$ cat src/rtl/day11_peak_tracker_if.sv
// Bundle of stream-input, comparator and status signals for day11_peak_tracker.
// The master side feeds samples and comparator results. The slave side is the tracker itself.
interface day11_peak_tracker_if #(
    parameter int CNT_W = 8
);
    logic             in_valid;
    logic             in_ready;
    logic [3:0]       in_data;
    logic [3:0]       cmp_a;
    logic [3:0]       cmp_b;
    logic             cmp_g;
    logic             cmp_e;
    logic             cmp_s;
    logic [3:0]       peak;
    logic             peak_valid;
    logic             new_peak;
    logic [CNT_W-1:0] sample_cnt;
    logic [3:0]       eq_cnt;
    logic             err;

    modport master (
        output in_valid, in_data, cmp_g, cmp_e, cmp_s,
        input  in_ready, cmp_a, cmp_b, peak, peak_valid, new_peak,
               sample_cnt, eq_cnt, err
    );

    modport slave (
        input  in_valid, in_data, cmp_g, cmp_e, cmp_s,
        output in_ready, cmp_a, cmp_b, peak, peak_valid, new_peak,
               sample_cnt, eq_cnt, err
    );
endinterface

$ cat src/rtl/day11_peak_tracker.sv
// Streaming 4-bit running-maximum tracker. It sits after an external combinational comparator.
// The tracker drives the comparator operands: a = latched sample, b = current peak.
// It uses the returned g/e/s code to update the peak. It counts samples, pulses on new peaks
// and flags illegal (non-one-hot) comparator codes.
// Optional feature: define PEAK_TRACKER_EQ_COUNT_EN to build the equal-to-peak counter (eq_cnt).
// Without that macro, eq_cnt is tied to zero.
module day11_peak_tracker #(
    parameter int CNT_W = 8
) (
    input  logic                   clk,
    input  logic                   rst,
    input  logic                   clear,
    day11_peak_tracker_if.slave    bus
);
    typedef enum logic {IDLE, CMP} state_t;

    state_t           state_reg;
    logic [3:0]       cmp_a_reg;
    logic [3:0]       peak_reg;
    logic             peak_valid_reg;
    logic             new_peak_reg;
    logic             err_reg;
    logic [CNT_W-1:0] sample_cnt_reg;
    logic             code_legal;

    // Exactly one of g/e/s must be set for the comparator result to be trusted.
    assign code_legal = ({bus.cmp_g, bus.cmp_e, bus.cmp_s} == 3'b100) ||
                        ({bus.cmp_g, bus.cmp_e, bus.cmp_s} == 3'b010) ||
                        ({bus.cmp_g, bus.cmp_e, bus.cmp_s} == 3'b001);

    // Accept a new sample only in IDLE, and never while a clear is pending.
    assign bus.in_ready   = (state_reg == IDLE) && !clear;
    assign bus.cmp_a      = cmp_a_reg;
    assign bus.cmp_b      = peak_reg;
    assign bus.peak       = peak_reg;
    assign bus.peak_valid = peak_valid_reg;
    assign bus.new_peak   = new_peak_reg;
    assign bus.sample_cnt = sample_cnt_reg;
    assign bus.err        = err_reg;

    // Two-state accept/compare FSM. In the compare cycle it updates peak, count and error.
    // A clear asserted during CMP aborts the sample because the reset branch wins.
    always_ff @(posedge clk) begin
        if (rst || clear) begin
            state_reg      <= IDLE;
            cmp_a_reg      <= 4'd0;
            peak_reg       <= 4'd0;
            peak_valid_reg <= 1'b0;
            new_peak_reg   <= 1'b0;
            err_reg        <= 1'b0;
            sample_cnt_reg <= '0;
        end else begin
            new_peak_reg <= 1'b0;
            case (state_reg)
                IDLE: begin
                    if (bus.in_valid && bus.in_ready) begin
                        cmp_a_reg <= bus.in_data;
                        state_reg <= CMP;
                    end
                end
                CMP: begin
                    state_reg <= IDLE;
                    if (sample_cnt_reg != {CNT_W{1'b1}})
                        sample_cnt_reg <= sample_cnt_reg + 1'b1;
                    if (!code_legal)
                        err_reg <= 1'b1;
                    // The first sample always becomes the peak. The comparator code is then only error-checked.
                    if (!peak_valid_reg) begin
                        peak_reg       <= cmp_a_reg;
                        peak_valid_reg <= 1'b1;
                        new_peak_reg   <= 1'b1;
                    end else if (code_legal && bus.cmp_g) begin
                        peak_reg     <= cmp_a_reg;
                        new_peak_reg <= 1'b1;
                    end
                end
                default: state_reg <= IDLE;
            endcase
        end
    end

`ifdef PEAK_TRACKER_EQ_COUNT_EN
    logic [3:0] eq_cnt_reg;

    // Count samples equal to the peak. The count restarts at 1 on the first sample,
    // drops to 0 when a larger sample replaces the peak, and saturates at 15.
    always_ff @(posedge clk) begin
        if (rst || clear) begin
            eq_cnt_reg <= 4'd0;
        end else if (state_reg == CMP) begin
            if (!peak_valid_reg)
                eq_cnt_reg <= 4'd1;
            else if (code_legal && bus.cmp_g)
                eq_cnt_reg <= 4'd0;
            else if (code_legal && bus.cmp_e && eq_cnt_reg != 4'hF)
                eq_cnt_reg <= eq_cnt_reg + 4'd1;
        end
    end

    assign bus.eq_cnt = eq_cnt_reg;
`else
    assign bus.eq_cnt = 4'd0;
`endif

endmodule

$ cat src/flat_wrapper.sv
// flat-port wrapper written by rule: the top's interface ports become plain ports
module day11_peak_tracker_flat 
#(
    parameter int CNT_W = 8
)
  (clk, rst, clear, bus_in_valid, bus_in_data, bus_cmp_g, bus_cmp_e, bus_cmp_s, bus_in_ready, bus_cmp_a, bus_cmp_b, bus_peak, bus_peak_valid, bus_new_peak, bus_sample_cnt, bus_eq_cnt, bus_err);
  day11_peak_tracker_if #(.CNT_W(CNT_W)) bus_i ();
  input  logic clk;
  input  logic rst;
  input  logic clear;
  input wire logic [$bits(bus_i.in_valid)-1:0] bus_in_valid;
  input wire logic [$bits(bus_i.in_data)-1:0] bus_in_data;
  input wire logic [$bits(bus_i.cmp_g)-1:0] bus_cmp_g;
  input wire logic [$bits(bus_i.cmp_e)-1:0] bus_cmp_e;
  input wire logic [$bits(bus_i.cmp_s)-1:0] bus_cmp_s;
  output wire logic [$bits(bus_i.in_ready)-1:0] bus_in_ready;
  output wire logic [$bits(bus_i.cmp_a)-1:0] bus_cmp_a;
  output wire logic [$bits(bus_i.cmp_b)-1:0] bus_cmp_b;
  output wire logic [$bits(bus_i.peak)-1:0] bus_peak;
  output wire logic [$bits(bus_i.peak_valid)-1:0] bus_peak_valid;
  output wire logic [$bits(bus_i.new_peak)-1:0] bus_new_peak;
  output wire logic [$bits(bus_i.sample_cnt)-1:0] bus_sample_cnt;
  output wire logic [$bits(bus_i.eq_cnt)-1:0] bus_eq_cnt;
  output wire logic [$bits(bus_i.err)-1:0] bus_err;
  assign bus_i.in_valid = bus_in_valid;
  assign bus_i.in_data = bus_in_data;
  assign bus_i.cmp_g = bus_cmp_g;
  assign bus_i.cmp_e = bus_cmp_e;
  assign bus_i.cmp_s = bus_cmp_s;
  assign bus_in_ready = bus_i.in_ready;
  assign bus_cmp_a = bus_i.cmp_a;
  assign bus_cmp_b = bus_i.cmp_b;
  assign bus_peak = bus_i.peak;
  assign bus_peak_valid = bus_i.peak_valid;
  assign bus_new_peak = bus_i.new_peak;
  assign bus_sample_cnt = bus_i.sample_cnt;
  assign bus_eq_cnt = bus_i.eq_cnt;
  assign bus_err = bus_i.err;
  day11_peak_tracker #(.CNT_W(CNT_W)) u_core (.clk(clk), .rst(rst), .clear(clear), .bus(bus_i));
endmodule
$ cat config.mk
export PLATFORM = sky130hd
export DESIGN_NAME = day11_peak_tracker_flat
export DESIGN_NICKNAME = d
export VERILOG_FILES = /design/src/rtl/day11_peak_tracker_if.sv /design/src/rtl/day11_peak_tracker.sv /design/src/flat_wrapper.sv
export SDC_FILE = /design/constraint.sdc
export NUM_CORES = 1
export LEC_CHECK = 0
export ABC_AREA = 0
export BUFFER_PORTS_ARGS = -buffer_cell sky130_fd_sc_hd__buf_2
export CAP_MARGIN = 20
export CORE_MARGIN = 2
export CORE_UTILIZATION = 47
export DETAILED_ROUTE_END_ITERATION = 8
export GPL_TIMING_DRIVEN = 0
export PLACE_DENSITY_LB_ADDON = 0.12
export SYNTH_ARGS = -nofsm -noshare
export SYNTH_HDL_FRONTEND = slang
export SYNTH_SLANG_ARGS = --single-unit
$ cat constraint.sdc
create_clock -name clk -period 2.2 [get_ports clk]
set_clock_uncertainty 0.2 [all_clocks]
set_input_delay 0.22 -clock clk [delete_from_list [all_inputs] [get_ports clk]]
set_output_delay 0.22 -clock clk [all_outputs]
set_load 0.005 [all_outputs]
# == Word-level counts from Yosys, hierarchy flattened ==
# Cells that the tools add are included.
# Widths: inputs -> output; s select.
# op_classes
addsub,1
n_eq_ne,5
mux,6
bitwise,2
n_reduce_logical,12
# op_table
cell,count
$add 8x1->8 const B,1
$mux 4,2
$ne 8x8->1 const B,1
$reduce_and 2->1,4
$eq 3x1->1 const B,1
$eq 3x2->1 const B,1
$eq 3x3->1 const B,1
$logic_and 1x1->1,3
$logic_or 1x1->1,3
$mux 1,3
$ne 2x2->1 const B,1
$not 1->1,2
$pmux 1 s2,1
$reduce_or 2->1,1
$logic_not 1->1,1
# totals
register_bits,20
input_bits,11
output_inout_bits,28
wordCells,33

# == Depth between registers and ports, before layout ==
# logic_depth
word_depth,6
ltp_mapped,5
depth_no_buf,4

# == Worst setup path before layout ==
# No wires, ideal clock.
# synth_timing
kind,reg2reg
from,register u_core.sample_cnt_reg[0] (netlist: u_core.bus.sample_cnt[0])
to,register u_core.sample_cnt_reg[3] (netlist: u_core.bus.sample_cnt[3])
setup_time_ns,0.067
arrival_time_ns,1.264
required_ns,1.933
setup_slack_ns,0.669
stages_incl_launch_ff,5
path_buffers,0
period_less_slack_ns,1.531
path_cell_list,dfxtp_1 -> ha_1 -> and3_1 -> a2111o_1 -> o21ai_2
# synth_between
elab_chain_cells,2
elab_cells_between_ends,3
cone_classes,1 x add/sub; 1 x eq/ne; 1 x reduce/logical
# synth_lines
item,line_no,text
start: declaration,day11_peak_tracker.sv:23,logic [CNT_W-1:0] sample_cnt_reg;
start signal: assignment,day11_peak_tracker.sv:64,sample_cnt_reg <= sample_cnt_reg + 1'b1;
"parallel branches: the longest is 2 deep, another holds $add 8x1->8",--,
# Several ways; the timed one is not identified.
# A chain may end at the register's enable or synchronous reset.

# == Final worst setup path ==
# layout_timing
from,input rst
to,register u_core.peak_reg[3] (netlist: u_core.bus.cmp_b[3])
# layout_between
elab_chain_cells,1
# layout_lines
item,line_no,text
start: declaration,flat_wrapper.sv:9,input logic rst;
$logic_or 1x1->1,day11_peak_tracker.sv:44,if (rst || clear) begin
end signal: assignment,day11_peak_tracker.sv:69,peak_reg <= cmp_a_reg;
end signal: assignment,day11_peak_tracker.sv:73,peak_reg <= cmp_a_reg;
end: declaration,day11_peak_tracker.sv:19,logic [3:0] peak_reg;
# Every way passes these cells.

==> metrics.yaml <==
clock_tree:
  cts_made_buffers: 3
  worstSkewPairLatency_ps: 310
  clockBufferDepth: 2
  clock_sinks: 20
  cts_tree: "done"
  h-tree-depth: 1
  clk_pin_slew_ps: 120
  hold_buffers: 5
  post_cts_resized: 0
  cts-root-buf: "clkbuf_4"
  cts_setup_buffers: 0
critical_path:
  r2r_slack_ps: 590
  crit_required_ps: 2240
  r2r_start: "u_core.bus.sample_cnt[0]$_SDFFE_PP0P_"
  r2r_cells: 4
  crit_type: "in2reg"
  crit_path_start_kind: "input port"
  end_kind: "flop"
  worstPathMaxFanout: 10
  r2r-end: "u_core.bus.sample_cnt[3]$_SDFFE_PP0P_"
  crit_start: "rst"
  arrival_ps: 1740
sta:
  rsz0062_at_grt: "false"
  finalSetupViolCount: 0
  finalSetupTns_ps: 0
  hold_violations: 0
  fin_crit_sh: 0.771
  layout_min_cycle_time_ps: 1700
  slew_viol_final: 0
  hold_slack_ps: 19.7
  clock.fmax_ghz: 0.590
drt:
  viasPerCell: 4.84
  first_iter_violations: 9
  drc: 0
  ant_nets: 0
  wl_mm: 2.06
  firstDrtPassIters: 4
  num_vias: 876
  routedWlPerCell_um: 11.4
place:
  gp_congestion: 0.773
  place_inst: 172
  io_buffers: 34
  dp_hpwl_mm: 1.49
  place_area_sq_mm: 0.00122
worst_hold_path:
  min_to: "u_core.bus.err$_SDFFE_PP0P_"
  min-delay-start: "bus_cmp_g"
  hold-path-cell-count: 3
  hold_class: "in2reg"
pwr:
  powerDensity_mw_per_mm2: 506
  total_power_mw: 0.662
  ir_worst_vdd_mv: 0.336
  power_leakage_nw: 0.593
finish:
  largest_reg_flops: 8
  final_cells: 181
  nets: 167
  fin_area_sq_mm: 0.00131
  diodes: 0
  fillCellCount: 181
  area_delta_synth_final_pct: 29.9
  layout-drive-gt1-share: 0.377
die:
  core.rowCount: 16
  ios: 39
  dieArea_sq_mm: 0.00253
  coreArea_sq_mm: 0.00200
  initial_core_util: 0.504
  die_h_um: 50.3
  die_w_um: 50.3
grt:
  grt_max_degree: 12
  grt_pass1_vias: 780
  groute.usage.overall: 0.177
  grt_first_pass_wirelength_mm: 3.40
  grt_use_met2: 0.285
  gr-total-overflow: 0
  grt_antenna_before_repair: 0
  gr-usage-met3: 0.0298
  grt-busiest-layer: "met2"
  use_met1: 0.226
logic_synthesis:
  ys_ff_latch: 20
  yosysWarnings: 0
  synth_ff_type: "dfxtp_1"
  async_flop_share: 0
  syn_inst: 108
  syn_area_per_cell_sq_um: 9.34
  synth.cell_area_sq_mm: 0.00101
  synth_edf_count: 0
  netlist-cell-type-count: 37
  seq_area_frac_synth: 0.397
status:
  status: "finished, final reports clean"
run:
  maxCapViolCount: 0
## through the flow
step                utilization  worst slack, ps
finish                    0.654              505
global route              0.654              426
CTS                       0.654              509
detailed placement        0.611              626
global placement          0.611              625
floorplan                     -              669
## kinds of logic (layout without fill, tap and decap cells)
logic type | after synthesis | count (layout) | share of synthesized area
AND/OR/NAND/NOR | 46 | 46 | 0.251
buffers and inverters | 13 | 56 | 0.105
other | 1 | 4 | 0.00372
adder cells (fa/ha/maj) | 1 | 1 | 0.0124
flip-flops | 20 | 20 | 0.397
AO/OA/AOI/OAI | 16 | 16 | 0.123
XOR/XNOR | 1 | 1 | 0.00869
multiplexers | 10 | 10 | 0.0993
## Yosys cell counts (2+ instances only)
library cell	n	area (sq um)
a211oi_1	2	15.0
a21oi_1	4	20.0
and3_1	2	12.5
buf_4	9	67.6
buf_6	3	33.8
dfxtp_1	20	400
mux2i_1	10	100
nand2_1	19	71.3
nand4_1	3	18.8
nor2_1	7	26.3
o21ai_0	3	15.0
## cell type report
cell class / instances / area (sq um) / area share
multi-input cells: 78 / 513 / 0.392
flip-flops and latches: 20 / 400 / 0.306
repair buffers: 39 / 220 / 0.168
plain buffers: 13 / 106 / 0.0812
clock buffers: 4 / 36.3 / 0.0277
well taps: 27 / 33.8 / 0.0258
## power breakdown
group,switching (mW),internal [mW]
Sequential,0.00286,0.366
Combinational,0.0319,0.0376
Clock,0.123,0.101
Total,0.158,0.505
## layer usage
layer | vias up | part of all wire
met4 | 0 | 0.017
li1 | 458 | -
met1 | 385 | 0.48
met3 | 4 | 0.060
met5 | - | 0
met2 | 29 | 0.44
## how the worst max path moves through the flow
stage	to	slack [ps]	depth (start not counted)
global route	u_core.bus.sample_cnt[0]$_SDFFE_PP0P_	430	6
detailed placement	u_core.bus.sample_cnt[3]$_SDFFE_PP0P_	630	4
CTS	u_core.bus.cmp_b[3]$_SDFFE_PP0P_	510	6
floorplan	u_core.bus.sample_cnt[3]$_SDFFE_PP0P_	670	4
finish	u_core.bus.cmp_b[3]$_SDFFE_PP0P_	500	6
global placement	u_core.bus.sample_cnt[3]$_SDFFE_PP0P_	630	4
## cell usage in the layout (no fill, tap or decap), types with 2 or more instances in the layout
cell | Yosys | final
dlygate4sd3_1 | 0 | 5
buf_6 | 3 | 3
buf_2 | 1 | 35
a211oi_1 | 2 | 2
conb_1 | 1 | 4
buf_4 | 9 | 9
nor2_1 | 7 | 7
and3_1 | 2 | 2
o21ai_0 | 3 | 3
clkbuf_4 | 0 | 3
nand2_1 | 19 | 19
a21oi_1 | 4 | 4
dfxtp_1 | 20 | 20
mux2i_1 | 10 | 10
nand4_1 | 3 | 3
## critical path, stage by stage
cell and delay, ps:
dlygate4sd3_1 530, buf_2 140, nor2_2 320, buf_2 310, nand2_1 80, mux2i_1 140
Note: power is estimated with default switching activity, not from simulation.
